$ cat config.mk
export PLATFORM = sky130hd
export DESIGN_NAME = fifo_pixel_reader
export DESIGN_NICKNAME = d
export VERILOG_FILES = /design/src/rtl/lcd_pkg.sv /design/src/rtl/read_latency_tracker.sv /design/src/rtl/fifo_pixel_reader.sv
export SDC_FILE = /design/constraint.sdc
export NUM_CORES = 1
export LEC_CHECK = 0
export ABC_AREA = 1
export BUFFER_PORTS_ARGS = -buffer_cell sky130_fd_sc_hd__clkbuf_2
export CAP_MARGIN = 25
export CELL_PAD_IN_SITES_DETAIL_PLACEMENT = 1
export CELL_PAD_IN_SITES_GLOBAL_PLACEMENT = 1
export CORE_UTILIZATION = 38
export CTS_BUF_LIST = sky130_fd_sc_hd__clkbuf_4 sky130_fd_sc_hd__clkbuf_8 sky130_fd_sc_hd__clkbuf_16
export CTS_CLUSTER_DIAMETER = 40
export DETAILED_ROUTE_END_ITERATION = 8
export PLACE_DENSITY_LB_ADDON = 0.1
export SLEW_MARGIN = 20
export SYNTH_ARGS = -nofsm -noshare
export SYNTH_HDL_FRONTEND = slang
export SYNTH_SLANG_ARGS = --single-unit
$ cat constraint.sdc
create_clock -name i_clock -period 2.3 [get_ports i_clock]
set_input_delay 0 -clock i_clock [delete_from_list [all_inputs] [get_ports i_clock]]
set_output_delay 0 -clock i_clock [all_outputs]
set_load 0.05 [all_outputs]
$ cat src/rtl/lcd_pkg.sv
// ----------------------------------------------------------------------------
// lcd_pkg
// Shared definitions for the LCD pixel path: reader FSM state encoding, word
// and pixel widths, and the helper that picks one RGB565 half out of a
// 32-bit FIFO word.
// No ports (package).
// ----------------------------------------------------------------------------
package lcd_pkg;

    localparam int PIXEL_W = 16;
    localparam int WORD_W  = 32;

    typedef enum logic [1:0] {
        IDLE = 2'd0,  // nothing held
        WAIT = 2'd1,  // read in flight, no word held
        PIX0 = 2'd2,  // first half of cur on the output
        PIX1 = 2'd3   // second half of cur on the output
    } state_t;

    // Returns the half of 'word' emitted in the first (second = 0) or second
    // (second = 1) pixel slot. low_first selects which half leads.
    function automatic logic [PIXEL_W-1:0] pixel_half(
        input logic [WORD_W-1:0] word,
        input logic              second,
        input logic              low_first
    );
        return (second ^ low_first) ? word[PIXEL_W-1:0] : word[WORD_W-1:PIXEL_W];
    endfunction

endpackage

$ cat src/rtl/read_latency_tracker.sv
// ----------------------------------------------------------------------------
// read_latency_tracker
// Follows each FIFO read strobe through the FIFO's read latency so the reader
// knows when i_fifoData carries the requested word and whether a read is
// still outstanding.
//
// Ports:
//   i_clock       in  1  system clock, rising edge
//   i_reset       in  1  asynchronous active-high reset
//   read_issued   in  1  registered read strobe as seen by the FIFO
//   dataArrive    out 1  i_fifoData holds the requested word this cycle
//   inflight_any  out 1  a read is outstanding that does not complete this
//                        cycle (the strobe itself or an earlier stage)
// ----------------------------------------------------------------------------
module read_latency_tracker #(
    parameter int READ_LATENCY = 1
) (
    input  logic i_clock,
    input  logic i_reset,
    input  logic read_issued,
    output logic dataArrive,
    output logic inflight_any
);

    // inflight[k] set: the strobe was high k+1 cycles ago.
    logic [READ_LATENCY-1:0] inflight;

    // NOTE: the stages are cleared on reset rather than left to power up
    // unknown; a read pending at reset must never look like returning data.
    always_ff @(posedge i_clock or posedge i_reset) begin
        if (i_reset) begin
            inflight <= '0;
        end else begin
            // NOTE: non-blocking assignments let every stage sample the
            // previous stage's old value, giving a true shift register.
            inflight[0] <= read_issued;
            for (int i = 1; i < READ_LATENCY; i++) begin
                inflight[i] <= inflight[i-1];
            end
        end
    end

    assign dataArrive = inflight[READ_LATENCY-1];

    // The completing stage is excluded so a follow-up read can be decided in
    // the arrival cycle; that is what keeps a latency-1 stream gap-free.
    always_comb begin
        inflight_any = read_issued;
        for (int i = 0; i < READ_LATENCY - 1; i++) begin
            inflight_any = inflight_any | inflight[i];
        end
    end

endmodule

$ cat src/rtl/fifo_pixel_reader.sv
// ----------------------------------------------------------------------------
// fifo_pixel_reader
// Drains 32-bit words from a fifo_32 read port and emits each as two RGB565
// pixels on a valid/ready handshake. A one-word prefetch register (nxt) hides
// the FIFO read latency so the pixel stream stays gap-free while data lasts.
//
// Parameters:
//   READ_LATENCY  cycles from o_fifoRead to valid i_fifoData (1..3)
//   LOW_FIRST     1: bits [15:0] first, 0: bits [31:16] first
//
// Ports:
//   i_clock          in  1   system clock, rising edge
//   i_reset          in  1   asynchronous active-high reset
//   i_fifoEmpty      in  1   FIFO empty flag
//   i_fifoData       in  32  FIFO read data
//   o_fifoRead       out 1   single-cycle registered read strobe
//   o_pixelData      out 16  current pixel
//   o_pixelValid     out 1   o_pixelData valid
//   i_pixelReady     in  1   consumer takes the pixel this cycle
//   o_busy           out 1   a word is held, prefetched or in flight
//   o_underrun       out 1   sticky underrun flag     (macro build only)
//   i_clearUnderrun  in  1   clears o_underrun        (macro build only)
//
// Build option: define FIFO_PIXEL_READER_UNDERRUN_EN to add the underrun
// flag and its clear input. Pixel behaviour is the same in both builds.
// ----------------------------------------------------------------------------
module fifo_pixel_reader
    import lcd_pkg::*;
#(
    parameter int READ_LATENCY = 1,
    parameter int LOW_FIRST    = 1
) (
    input  logic               i_clock,
    input  logic               i_reset,
    input  logic               i_fifoEmpty,
    input  logic [WORD_W-1:0]  i_fifoData,
    output logic               o_fifoRead,
    output logic [PIXEL_W-1:0] o_pixelData,
    output logic               o_pixelValid,
    input  logic               i_pixelReady,
`ifdef FIFO_PIXEL_READER_UNDERRUN_EN
    output logic               o_underrun,
    input  logic               i_clearUnderrun,
`endif
    output logic               o_busy
);

    localparam logic LOW_FIRST_B = (LOW_FIRST != 0);

    state_t              state;
    state_t              state_d;
    logic [WORD_W-1:0]   cur;
    logic [WORD_W-1:0]   cur_d;
    logic [WORD_W-1:0]   nxt;
    logic [WORD_W-1:0]   nxt_d;
    logic                nxt_valid;
    logic                nxt_valid_d;
    logic [PIXEL_W-1:0]  pixel_d;

    logic                accept;
    logic                issue;
    logic                load_cur;
    logic                load_nxt;
    logic                data_arrive;
    logic                inflight_any;

    read_latency_tracker #(
        .READ_LATENCY (READ_LATENCY)
    ) u_tracker (
        .i_clock      (i_clock),
        .i_reset      (i_reset),
        .read_issued  (o_fifoRead),
        .dataArrive   (data_arrive),
        .inflight_any (inflight_any)
    );

    assign accept = o_pixelValid && i_pixelReady;

    // Returning data goes to nxt unless it is consumed straight into cur:
    // in WAIT, or when the second pixel is taken with nothing prefetched.
    // Only one read is ever outstanding and it is only issued with nxt empty,
    // so an arrival never meets a full nxt.
    assign load_nxt = data_arrive &&
                      ((state == PIX0) || ((state == PIX1) && !accept));

    // A read may be decided in the arrival cycle of the previous one, but not
    // when that arrival is filling nxt: the new word would have nowhere to go.
    assign issue = !i_fifoEmpty && !inflight_any && !nxt_valid && !load_nxt;

    // Next-state, word registers and prefetch flag.
    always_comb begin
        // NOTE: every signal gets its default before the case so no path
        // leaves one unassigned; that is what keeps this block latch-free.
        state_d     = state;
        cur_d       = cur;
        nxt_d       = nxt;
        nxt_valid_d = nxt_valid;
        load_cur    = 1'b0;

        case (state)
            IDLE: begin
                if (issue) begin
                    state_d = WAIT;
                end
            end
            WAIT: begin
                if (data_arrive) begin
                    cur_d    = i_fifoData;
                    load_cur = 1'b1;
                    state_d  = PIX0;
                end
            end
            PIX0: begin
                if (accept) begin
                    state_d = PIX1;
                end
            end
            PIX1: begin
                if (accept) begin
                    if (nxt_valid) begin
                        cur_d       = nxt;
                        nxt_valid_d = 1'b0;
                        state_d     = PIX0;
                    end else if (data_arrive) begin
                        cur_d    = i_fifoData;
                        load_cur = 1'b1;
                        state_d  = PIX0;
                    end else if (inflight_any) begin
                        state_d = WAIT;
                    end else begin
                        state_d = IDLE;
                    end
                end
            end
            default: state_d = IDLE;
        endcase

        if (load_nxt) begin
            nxt_d       = i_fifoData;
            nxt_valid_d = 1'b1;
        end
    end

    // The pixel register is loaded from the next state and next cur, so it
    // always matches o_pixelValid and holds while the consumer stalls.
    always_comb begin
        pixel_d = '0;
        case (state_d)
            PIX0:    pixel_d = pixel_half(cur_d, 1'b0, LOW_FIRST_B);
            PIX1:    pixel_d = pixel_half(cur_d, 1'b1, LOW_FIRST_B);
            default: pixel_d = '0;
        endcase
    end

    always_ff @(posedge i_clock or posedge i_reset) begin
        if (i_reset) begin
            state       <= IDLE;
            cur         <= '0;
            nxt         <= '0;
            nxt_valid   <= 1'b0;
            o_fifoRead  <= 1'b0;
            o_pixelData <= '0;
        end else begin
            state       <= state_d;
            cur         <= cur_d;
            nxt         <= nxt_d;
            nxt_valid   <= nxt_valid_d;
            o_fifoRead  <= issue;
            o_pixelData <= pixel_d;
        end
    end

    assign o_pixelValid = (state == PIX0) || (state == PIX1);
    assign o_busy       = (state != IDLE) || nxt_valid || inflight_any;

`ifdef FIFO_PIXEL_READER_UNDERRUN_EN
    // Underrun only counts once the first word has been delivered, so the
    // start-up wait for data never raises the flag. Set beats clear.
    logic started;

    always_ff @(posedge i_clock or posedge i_reset) begin
        if (i_reset) begin
            started    <= 1'b0;
            o_underrun <= 1'b0;
        end else begin
            if (load_cur) begin
                started <= 1'b1;
            end
            if (started && i_pixelReady && !o_pixelValid) begin
                o_underrun <= 1'b1;
            end else if (i_clearUnderrun) begin
                o_underrun <= 1'b0;
            end
        end
    end
`endif

endmodule

## After elaboration in Yosys (flattened, before gate mapping)

Index checks and enable logic that the tools add are counted.

- Register bits after elaboration: 85
- Output and inout port bits: 19

- Eq/ne operators: 5
- Muxes and demuxes: 16
- Reduce and logical (&&, ||, !) cells: 20

Operators by type and width:

| operator | number |
|---|---|
| $mux 32 | 3 |
| $pmux 32 s2 | 1 |
| $pmux 16 s2 | 1 |
| $mux 2 | 6 |
| $eq 2x2->1 const B | 4 |
| $pmux 2 s4 | 1 |
| $logic_and 1x1->1 | 6 |
| $reduce_bool 2->1 | 3 |
| $logic_not 1->1 | 5 |
| $logic_or 1x1->1 | 4 |
| $mux 1 | 4 |
| $eq 2x1->1 const B | 1 |
| $logic_not 2->1 | 1 |
| $reduce_and 2->1 | 1 |

## Depth between registers and ports, before layout

- Word-level depth: 13
- Gate-level depth with buffers: 10

## By module

From an unflattened synthesis, not the netlist that was laid out.

- Cell total of the unflattened synthesis: 658
- Area, all modules: 4674.5 µm²

Modules (own cells, without submodules):

| module | times used | cells each | area an instance (µm²) | seq. area each (µm²) |
|---|---|---|---|---|
| fifo_pixel_reader | 1 | 655 | 4638.2 | 2102.0 |
| read_latency_tracker | 1 | 3 | 36.3 | 25.0 |

## Least setup slack after synthesis

Ideal clock, no wire load.

- Path type: reg2reg
- Start: reg o_fifoRead
- End: reg o_pixelData[11]
- Library setup time: 117 ps
- Data arrival time: 1351 ps
- Required time: 2183 ps
- Slack: 832 ps
- Cell stages (with the launch flop): 8
- Cells stage by stage: dfrtp_1 nor3_1 nand2_1 nand2_1 nand2_2 buf_4 nand3_1 nand2_1

- Longest elaborated chain between the ends: 8
- Elaborated cells between the ends (all ways): 13
- Those cells by class: eq/ne: 2; mux: 7; reduce/logical: 4

RTL lines:

| what | RTL line | text |
|---|---|---|
| from (decl) | fifo_pixel_reader.sv:37 | `output logic o_fifoRead,` |
| from (signal assigned) | fifo_pixel_reader.sv:168 | `o_fifoRead <= issue;` |
| parallel branches: the longest is 5 deep, another holds $mux 2 | - |  |
| $pmux 2 s4 * | fifo_pixel_reader.sv:100 | `case (state)` |
| $eq 2x2->1 | fifo_pixel_reader.sv:148 | `case (state_d)` |
| $pmux 16 s2 * | fifo_pixel_reader.sv:148 |  |
| net pixel_d[11] | fifo_pixel_reader.sv:58 | `logic [PIXEL_W-1:0] pixel_d;` |
| to (signal assigned) | fifo_pixel_reader.sv:169 | `o_pixelData <= pixel_d;` |
| to (decl) | fifo_pixel_reader.sv:38 | `output logic [PIXEL_W-1:0] o_pixelData,` |

Mark *: on every way through the listed nets, which the timed path passes.
A chain may end at the register's enable or synchronous reset.

## Final worst setup path

- Start: reg u_tracker.inflight (netlist: u_tracker.dataArrive)
- End: reg o_pixelData[8]

- Elaborated cells between the ends (all ways): 16
- Those cells by class: eq/ne: 2; mux: 11; reduce/logical: 3

RTL lines:

| what | RTL line | text |
|---|---|---|
| from (decl) | read_latency_tracker.sv:26 | `logic [READ_LATENCY-1:0] inflight;` |
| from (signal, indexed assignment) | read_latency_tracker.sv:38 | `inflight[i] <= inflight[i-1];` |
| $mux 32 * | fifo_pixel_reader.sv:107, fifo_pixel_reader.sv:124 |  |
| $mux 32 | fifo_pixel_reader.sv:120 | `if (nxt_valid) begin` |
| $mux 32 | fifo_pixel_reader.sv:119 | `if (accept) begin` |
| $pmux 32 s2 * | fifo_pixel_reader.sv:100 |  |
| net cur_d[24] | fifo_pixel_reader.sv:53 | `logic [WORD_W-1:0] cur_d;` |
| $pmux 16 s2 * | fifo_pixel_reader.sv:148 |  |
| net pixel_d[8] | fifo_pixel_reader.sv:58 |  |

The timed path passes the listed nets; every way through them passes the cells marked *.

==> impl_metrics.prom <==
# TYPE chip_impl_metric gauge
chip_impl_info{name="outcome",value="complete, no violations"} 1
chip_impl_metric{name="min_delay_path_depth",unit=""} 4
chip_impl_metric{name="placementRows",unit=""} 40
chip_impl_metric{name="worst_pin_slew",unit="ns"} 0.653
chip_impl_metric{name="path_clk_slew",unit="ns"} 0.06
chip_impl_metric{name="instances_no_fill",unit=""} 877
chip_impl_metric{name="worst_r2r_path_depth",unit=""} 9
chip_impl_metric{name="cts_num_sinks",unit=""} 85
chip_impl_metric{name="design_power_total",unit="µW"} 8860
chip_impl_info{name="grt_setup_unrepaired",value="no"} 1
chip_impl_metric{name="synth_sequential_area_ratio",unit="%"} 45.5
chip_impl_metric{name="effective_utilization_at_floorplan",unit="%"} 38.9
chip_impl_metric{name="fmaxAchievable",unit="MHz"} 520
chip_impl_metric{name="yosys_warnings",unit=""} 0
chip_impl_info{name="root_buffer",value="clkbuf_16"} 1
chip_impl_metric{name="grt_antenna_before_repair",unit=""} 0
chip_impl_metric{name="finalHoldViolCount",unit=""} 0
chip_impl_metric{name="areaGrowthSynthToFinish",unit="%"} 22.2
chip_impl_metric{name="drtPass1Iterations",unit=""} 4
chip_impl_info{name="startpoint_of_the_worst_slack_reg_to_reg_timing_path",value="u_tracker.dataArrive"} 1
chip_impl_metric{name="number_of_global_route_vias_before_repair",unit=""} 5044
chip_impl_info{name="hp-class",value="in -> reg"} 1
chip_impl_info{name="layout.cells.most_common_list",value="225 x nand2_1, 97 x nand3_1, 85 x dfrtp_1"} 1
chip_impl_metric{name="gr-usage-all-layers",unit="%"} 26.2
chip_impl_metric{name="detail_route.drc_violations",unit=""} 0
chip_impl_metric{name="p_per_area",unit="nW/µm²"} 1550
chip_impl_metric{name="die_height",unit="µm"} 113
chip_impl_metric{name="final.setup_skew",unit="ns"} 0.00824
chip_impl_metric{name="tns",unit="ns"} 0
chip_impl_metric{name="drt_iter0_drc",unit=""} 216
chip_impl_metric{name="final_net_count",unit=""} 763
chip_impl_metric{name="die_area",unit="µm²"} 12800
chip_impl_metric{name="h-tree-depth",unit=""} 3
chip_impl_metric{name="synth_seq_cells",unit=""} 85
chip_impl_metric{name="grt.overflow.total",unit=""} 0
chip_impl_metric{name="cp.arrival",unit="ns"} 2.20
chip_impl_info{name="holdCritStartpoint",value="i_pixelReady"} 1
chip_impl_metric{name="fp.coreArea",unit="µm²"} 12000
chip_impl_metric{name="post-place-cells",unit=""} 829
chip_impl_metric{name="ant_nets",unit=""} 0
chip_impl_metric{name="detail_route.wl_per_cell",unit="µm"} 17.6
chip_impl_metric{name="syn-mean-instance-area",unit="µm²"} 7.16
chip_impl_metric{name="number_of_buffers_added_on_ports",unit=""} 54
chip_impl_metric{name="worstPathRequired",unit="ns"} 2.57
chip_impl_metric{name="yosysUniqueCellTypes",unit=""} 22
chip_impl_metric{name="dr_total_vias",unit=""} 4609
chip_impl_info{name="critPathCaptureType",value="flip-flop"} 1
chip_impl_info{name="timing.rr.end",value="o_pixelData[8]"} 1
chip_impl_metric{name="critical_path.max_fanout",unit=""} 27
chip_impl_metric{name="post_route_cells_drive_above_1_share",unit="%"} 17.8
chip_impl_metric{name="detail_route.wirelength",unit="µm"} 15400
chip_impl_info{name="worstHoldEndpoint",value="nxt_valid"} 1
chip_impl_metric{name="die_w",unit="µm"} 113
chip_impl_metric{name="final_worst_slack",unit="ns"} 0.377
chip_impl_metric{name="dp_hpwl",unit="µm"} 10100
chip_impl_info{name="largest_cells_by_area_after_synthesis",value="dfrtp_1 45%, nand2_1 18%, nand3_1 10%"} 1
chip_impl_metric{name="r2r_slack",unit="ns"} 0.38
chip_impl_metric{name="average_vias_per_placed_instance",unit=""} 5.26
chip_impl_metric{name="worst_ir_drop_vdd",unit="µV"} 431
chip_impl_metric{name="period_utilization_post_route",unit="%"} 83.6
chip_impl_info{name="tritoncts",value="yes"} 1
chip_impl_metric{name="timing.final.max_slew_violations",unit=""} 0
chip_impl_metric{name="num_antenna_cells",unit=""} 0
chip_impl_metric{name="wire_length_of_the_first_global_routing_pass",unit="µm"} 25600
chip_impl_metric{name="p_leak",unit="µW"} 0.00290
chip_impl_metric{name="synthesis.nets",unit=""} 689
chip_impl_metric{name="slew-limit-headroom",unit="%"} 56.4
chip_impl_metric{name="syn-cell-area",unit="µm²"} 4680
chip_impl_metric{name="ctsLongestPathBuffers",unit=""} 2
chip_impl_metric{name="gp_congestion",unit=""} 0.857
chip_impl_metric{name="syn_inst",unit=""} 653
chip_impl_metric{name="netlist.area_leader.share",unit="%"} 45.5
chip_impl_metric{name="cts_made_buffers",unit=""} 9
chip_impl_metric{name="final_util",unit="%"} 47.6
chip_impl_metric{name="final.min_clock_period",unit="ns"} 1.92
chip_impl_metric{name="number_of_endpoints_failing_setup_at_the_final_stage",unit=""} 0
chip_impl_metric{name="cap_viol_max_count",unit=""} 0
chip_impl_metric{name="clk-insertion-delay-late",unit="ns"} 0.34
chip_impl_info{name="cp_class",value="reg -> reg"} 1
chip_impl_info{name="post-synth-top-area-cell",value="dfrtp_1"} 1
chip_impl_info{name="timing.critical_path.from_type",value="flip-flop"} 1
chip_impl_metric{name="dpl_worst_slack",unit="ns"} 0.130
chip_impl_metric{name="boundaryPins",unit=""} 55
chip_impl_info{name="most_common_cell_after_layout_fill_and_taps_aside",value="nand2_1"} 1
chip_impl_metric{name="grt_max_degree",unit=""} 41
==> flip-flops by register name, indices dropped and copies added (netlist names) <==
name	count
cur	32
nxt	32
o_pixelData	16
state	2
nxt_valid	1
o_fifoRead	1
u_tracker.dataArrive	1
==> final cells by class <==
type	count	area [µm²]
sequential	85	2130
fill	1548	6300
inverter	23	87.6
clock buffer	12	254
clock inverter	2	35.0
timing repair buffer	107	791
multi-input combinational	501	2240
tap	147	184
==> metrics by stage <==
stage / hold WS, ns / instance area [µm²]
CTS: 0.103 / 5710
detailed placement: 0.0902 / 5080
global placement: 0.0763 / 5080
floorplan: 0.110 / 4680
global route: 0.161 / 5720
finish: 0.0993 / 5720
==> worst max-delay path, cell delays in order (launching register included) <==
cell     delay [ns]
dfrtp_1        0.47
buf_4          0.30
inv_2          0.09
buf_4          0.24
nand2_1        0.10
nand3_1        0.09
nand2_1        0.05
a21oi_1        0.29
nand3_1        0.12
nand2_1        0.09
==> power by group <==
part	switching (µW)	internal, µW	leakage, µW
Combinational	3280	1450	0.00172
Sequential	438	2220	0.00103
Clock	589	882	0.000145
Total	4300	4550	0.00290
==> per-layer routing <==
metal	global-route usage [%]	up-vias	part of all wire, %
li1	-	2254	-
met2	46.9	72	50
met5	0	-	0
met1	32.3	2263	46
met3	3.37	20	2.3
met4	9.56	0	1.7
==> kinds of logic (layout without fill, tap and decap cells) <==
| group | count (synthesis) | after routing | synth area share (%) |
|---|---|---|---|
| compound gates | 94 | 94 | 10.1 |
| buf+inv | 67 | 144 | 6.79 |
| flops | 85 | 85 | 45.5 |
| simple gates | 407 | 407 | 37.6 |
==> Yosys cell counts (all sizes together) <==
library cell	instances
or2	30
a21oi	76
nor2	49
a21boi	1
nand3	98
and2	1
o21ai	16
nor3	1
inv	23
o22ai	1
nand2	228
dfrtp	85
clkbuf	16
buf	28
==> worst max-delay path by stage <==
stage / start / to / slack (ns)
after floorplan: i_reset / cur[0] / 0.11
after global placement: state[1] / o_pixelData[10] / 0.33
after detailed placement: state[1] / o_pixelData[1] / 0.13
after CTS: state[1] / o_pixelData[1] / 0.09
after global routing: u_tracker.dataArrive / o_pixelData[9] / 0.21
final: u_tracker.dataArrive / o_pixelData[8] / 0.38
==> what timing repair did <==
action,in CTS,in global routing
buffers inserted,0,0
hold endpoints to repair,62,0
gates resized for setup,0,0
endpoints found under the setup margin,0,0
hold buffers,34,0
Note: power is estimated with default switching activity, not from simulation.
